==> src/rtl/fifo_stream_reader.sv <==
// Pops a registered-read FIFO into a valid/ready stream through a 3-entry skid buffer.
// Latency: read in N, data N+1, out_valid N+2; reads stop once occ+inflight reaches 3, so a stall never drops a word.
module fifo_stream_reader #(
  parameter int WIDTH     = 8,
  parameter int CNT_WIDTH = 16
) (
  input  logic                 clock,
  input  logic                 reset,
  input  logic                 enable,
  input  logic                 fifo_empty,
  output logic                 fifo_read_enb,
  input  logic [WIDTH-1:0]     fifo_data_out,
  output logic                 out_valid,
  input  logic                 out_ready,
  output logic [WIDTH-1:0]     out_data,
  output logic [CNT_WIDTH-1:0] word_count
);

  logic [WIDTH-1:0] buffer [3];
  logic [1:0]       head;
  logic [1:0]       tail;
  logic [1:0]       occ;
  logic             inflight;

  logic             pop;
  logic [1:0]       head_nxt;
  logic [1:0]       occ_nxt;
  logic [2:0]       committed;

  function automatic logic [1:0] wrap_inc(input logic [1:0] p);
    return (p == 2'd2) ? 2'd0 : p + 2'd1;
  endfunction

  // Every in-flight word already owns a slot, so a capture can never hit a full buffer.
  assign committed     = {1'b0, occ} + {2'b00, inflight};
  assign fifo_read_enb = enable & ~fifo_empty & ~reset & (committed < 3'd3);

  assign pop      = out_valid & out_ready;
  assign head_nxt = pop ? wrap_inc(head) : head;
  assign occ_nxt  = occ + {1'b0, inflight} - {1'b0, pop};

  always_ff @(posedge clock) begin
    if (reset) begin
      head       <= 2'd0;
      tail       <= 2'd0;
      occ        <= 2'd0;
      inflight   <= 1'b0;
      out_valid  <= 1'b0;
      out_data   <= '0;
      word_count <= '0;
    end else begin
      inflight <= fifo_read_enb;
      if (inflight) begin
        buffer[tail] <= fifo_data_out;
        tail         <= wrap_inc(tail);
      end
      head      <= head_nxt;
      occ       <= occ_nxt;
      out_valid <= (occ_nxt != 2'd0);
      if (pop)
        word_count <= word_count + {{(CNT_WIDTH-1){1'b0}}, 1'b1};
      // Bypass the arriving word when it lands straight in the head slot of a drained buffer.
      if (occ_nxt != 2'd0)
        out_data <= (inflight && (tail == head_nxt)) ? fifo_data_out : buffer[head_nxt];
    end
  end

endmodule

==> config.mk <==
export PLATFORM = sky130hd
export DESIGN_NAME = fifo_stream_reader
export DESIGN_NICKNAME = d
export VERILOG_FILES = /design/src/rtl/fifo_stream_reader.sv
export SDC_FILE = /design/constraint.sdc
export NUM_CORES = 1
export LEC_CHECK = 0
export BUFFER_PORTS_ARGS = -buffer_cell sky130_fd_sc_hd__buf_2
export CAP_MARGIN = 20
export CORE_MARGIN = 5
export CORE_UTILIZATION = 30
export DETAILED_ROUTE_END_ITERATION = 12
export GPL_TIMING_DRIVEN = 0
export HOLD_SLACK_MARGIN = 0.06
export PLACE_DENSITY_LB_ADDON = 0.05
export SLEW_MARGIN = 10
export SYNTH_ARGS = -nofsm -noshare
export SYNTH_HDL_FRONTEND = slang
export SYNTH_SLANG_ARGS = --single-unit
==> constraint.sdc <==
create_clock -name clock -period 4 [get_ports clock]
set_clock_uncertainty 0.1 [all_clocks]
set_input_delay 0.2 -clock clock [delete_from_list [all_inputs] [get_ports clock]]
set_output_delay 0.2 -clock clock [all_outputs]
set_load 0.02 [all_outputs]
# --- After elaboration in Yosys (flattened, before gate mapping) ---
# Memories as Yosys holds them, arrays and structs flattened. A register that Yosys moved wholly into a read port is not among the register bits.
# Index checks and enable logic that the tools add are counted.
word_totals:
  out_inout_bits: 26
  ff_bits: 24
  ramBits: 24
  input_bits: 13
  n_memories: 1
classes:
  muxes: 6
  reduce_logical: 1
  bitwise_logic: 6
  n_eq_ne: 2
  order_cmp: 1
  n_addsub: 6
memory_table:
  columns: ["name", "words", "word_bits", "rd", "rd_ports_with_merged_regs", "wr", "line_no", "text"]
  rows:
  - ["buffer", 3, 8, 1, 1, 1, "19", "logic [WIDTH-1:0] buffer [3];"]
ops:
  columns: ["cell", "n"]
  rows:
  - ["$add A16 B1 Y16 const B", 1]
  - ["$mux W2", 3]
  - ["$add A2 B1 Y2 const B", 2]
  - ["$and A1 B1 Y1", 4]
  - ["$eq A2 B2 Y1 const B", 2]
  - ["$add A2 B1 Y3", 1]
  - ["$lt A3 B2 Y1 const B", 1]
  - ["$mux W1", 3]
  - ["$add A2 B1 Y2", 1]
  - ["$not A1 Y1", 2]
  - ["$reduce_bool A2 Y1", 1]
  - ["$sub A2 B1 Y2", 1]

# --- Logic depth before layout (Yosys ltp) ---
depth:
  depth_word: 4
  mapped_depth: 12

# --- Worst setup path before layout ---
# Ideal clock, no wire load.
synth_timing:
  path_kind: "register to register"
  startpoint: "register out_valid"
  endpoint: "register out_data[0], read port of buffer"
  n_path_buf: 3
  path_stages_with_launch: 13
  setup_time_ps: 122
  arrival_ps: 2285
  path_slack_ps: 1493
  path_cell_list: "dfxtp_1 > nand2_1 > buf_2 > buf_1 > nand2_1 > nand2_1 > ha_1 > xnor2_1 > xnor2_1 > nand2b_1 > and2_4 > buf_6 > a221o_1"
synth_via:
  elab_chain_len: 3
  elab_cells_between_ends: 4
synth_lines:
  columns: ["element", "line_no", "text"]
  rows:
  - ["start, declared", "13", "output logic out_valid,"]
  - ["start signal, assigned", "59", "out_valid <= (occ_nxt != 2'd0);"]
  - ["$and A1 B1 Y1 *", "38", "assign pop = out_valid & out_ready;"]
  - ["$sub A2 B1 Y2", "40", "assign occ_nxt = occ + {1'b0, inflight} - {1'b0, pop};"]
  - ["$reduce_bool A2 Y1", "63", "if (occ_nxt != 2'd0)"]
  - ["end, declared", "15", "output logic [WIDTH-1:0] out_data,"]
# Mark *: on every way between the ends. The rest lies on a longest branch, timed or not.
# A chain may end at the register's enable or synchronous reset.

# --- Worst setup path in the final report ---
layout_timing:
  startpoint: "register out_valid"
  endpoint: "register out_data[1], read port of buffer"
# Same word-level chain as after synthesis.

==> metrics.txt <==
outcome finished clean; # H-tree levels 2; Final Net Count 337; Synth Area in Simple Gates 23.01%; Synth Flop Type dfxtp_1; Die ar. roughly 11,000 µm²; Setup crit start kind register; CP max FO 11; worst-skew pair later-pin latency about 310 ps; antenna violations before repair 0; worst hold start enable; Hold Path Cell Cnt 3; routability cong. ~0.76; Mean Syn Cell Area roughly 10 µm²; DR iter-0 viols 51; crit path max-delay cell type nor2_1; worst-path cell chain nand2_1 -> buf_2 -> buf_1 -> nand2_1 -> nand2_1 -> ha_1 -> xnor2_1 -> xnor2_1 -> nand2b_1 -> nor2_1 -> a221o_1; fin crit period 3212 ps; Worst-path clk slew approximately 100 ps; Final ANT Viol Nets 0; Compound-Gate Fraction of Synth Area a little under an eighth; share of cells above drive strength 1 19.00%; Max Root-Sink Buffers 2; total global-route track usage 13.12%; R2R Path End out_data[1]; peak supply drop 0.2279 mV; FF-to-FF path depth 11; cell count after synthesis roughly 270; Die X 103.4 µm; Max Cap Violations 0; clk sinks 56; Reg2Reg Setup Slack 790 ps; adder and majority cell fraction of the synthesized area 1.914%; Port Buffers 37; Post-Synth XOR/XNOR Area 5.359%; Final setup viols 0; count of pins over their slew limit 0; CP endpoint kind register; Power Dens Cells 480.7 nW/µm²; vias per cell 4.837; routed wire length 6631 µm; max frequency 311.3 MHz; Post-synth EDFFs 24; register bit total from synthesis 56; first-pass GRT wire length about 11,000 µm; Worst-Margin Slew 786.7 ps; worst slew margin relative to its limit 47.32%; GRT overflow 0; WHS Endpoint inflight; Synth warnings 0; DR vias 2,075; root buffer cell clkbuf_8; Setup TNS Final 0 ps; vias in the first global route 2,000; total power 1501 µW; Synth cell types 39; fin util between 30% and 40%; final count of hold timing violations 0; # IOs 39; initial core utilization 30.43%; drt first pass iters 4; Vert. Die Dim 103.4 µm; CTS buffer count 5; largest net degree at the start of global routing 17; WL per Instance 15.46 µm; Post-Syn Nets 284; largest family of logic cells by synthesized area simple AND/OR/NAND/NOR gates; Rows 34; most used cell, CP nand2_1; Async S/R FF share, synth 0%; DRC Markers 0; RSZ-0062 raised after global routing false; Largest stage delay, worst path 610 ps; Core Area 8593 µm²; Ant. Diodes 0; Post-CTS Setup Inserts 0; Final period util between 80% and 90%; Area growth syn-to-layout 19.43%; Worst EP required 4160 ps; Post-CTS Resized 0; multiplexer area fraction after synthesis around 2.8%; sequential-to-total area share from yosys stat 52.06%; Cell Area, Synth between 2000 and 3000 µm²; worst hold path class input pin to register; reg2reg start out_valid; TritonCTS clock tree yes; Setup CP Type register to register; hpwl dp 4555 µm; Critical Path AT 3370 ps; Leakage 0.001272 µW
worst max-delay path by stage:
stage	from	endpoint	slack, ps	cells after the start
after CTS	out_valid	out_data[1]	700	11
after global routing	out_valid	out_data[2]	550	11
after detailed placement	out_valid	out_data[4]	740	11
after global placement	out_valid	out_data[5]	720	11
final	out_valid	out_data[1]	790	11
after floorplan	out_valid	out_data[0]	1490	12
repair_timing:
action | 4_1_cts | 5_1_grt
setup endpoints to repair | 0 | 0
hold buffers | 9 | 0
hold endpoints to repair | 31 | 0
state kept, by name, summed over array words and instances, names as in the netlist:
name and flops:
out_data 8, tail 2, inflight 1, word_count 16, out_valid 1, occ 2, buffer 24, head 2
power breakdown:
part / internal [µW] / switching, µW
clock: 119 / 184
combinational: 194 / 302
sequential: 656 / 46.6
total: 969 / 533
cell type report:
| type | count | area [µm²] |
|---|---|---|
| plain buffers | 17 | 87.58 |
| clock buffers | 5 | 68.82 |
| clock inverters | 3 | 13.76 |
| fillers | 878 | 5470 |
| multi-input cells | 194 | 1181 |
| flip-flops and latches | 56 | 1361 |
| well taps | 108 | 135.1 |
| repair buffers | 46 | 275.3 |
worst max-delay path: cells and delay by family, from the launching register on:
family,cells,cell delay [ps]
simple gates,5,1140
flops,1,600
buf+inv,2,500
xor+xnor,2,360
compound gates,1,270
fa+ha+maj,1,180
cell families (layout without fill, tap and decap cells):
family,count (synthesis),after routing
mux,6,6
flops,56,56
buf+inv,17,71
compound gates,42,42
xor+xnor,16,16
simple gates,126,126
fa+ha+maj,4,4
synthesized netlist by cell type, drive strengths merged, types with 4 or more instances:
library cell  instances  area share [%]
dfxtp                32              24
a311oi                7             2.3
nand2                53             7.6
xnor2                 6             2.0
a221o                 7             2.7
ha                    4             1.9
xor2                 10             3.3
mux2i                 4             1.5
a21oi                14             2.7
o21ai                 4            0.77
buf                   8             2.1
nor2                 31             4.4
a211oi                7             2.0
and3                 12             2.9
clkbuf                9             1.3
nand4                 8             1.9
edfxtp               24              28
nor2b                 5             1.8
placed cells by master, fill, tap and decap left out, drive strengths merged, types with 5 or more instances in the layout:
cell         instances
a221o                7
buf                 45
xnor2                6
clkbuf              14
nand4                8
a21oi               14
and3                12
a311oi               7
nor2                31
dlygate4sd3          9
xor2                10
dfxtp               32
nand2               53
nor2b                5
edfxtp              24
a211oi               7
routing by layer:
metal	global-route usage [%]	share of wire [%]	wire length (µm)	vias to the layer above
met5	0	0	0	-
met4	3.586	1.2	78	0
met3	2.549	5.0	331	6
met2	21.27	46	3061	42
met1	17.90	48	3159	973
li1	-	-	-	1054
through the flow:
stage / hold slack, ps / area (µm²) / setup WS (ps) / std cells
final: 152.4 / 3123 / 787.6 / 429
after detailed placement: 321.0 / 2950 / 736.0 / 412
after global routing: 151.3 / 3123 / 549.2 / 429
after global placement: 322.0 / 2935 / 717.3 / 412
after floorplan: 198.9 / 2615 / 1493 / 267
after CTS: 141.8 / 3123 / 704.8 / 429
Power figures use the tool's default switching activity.
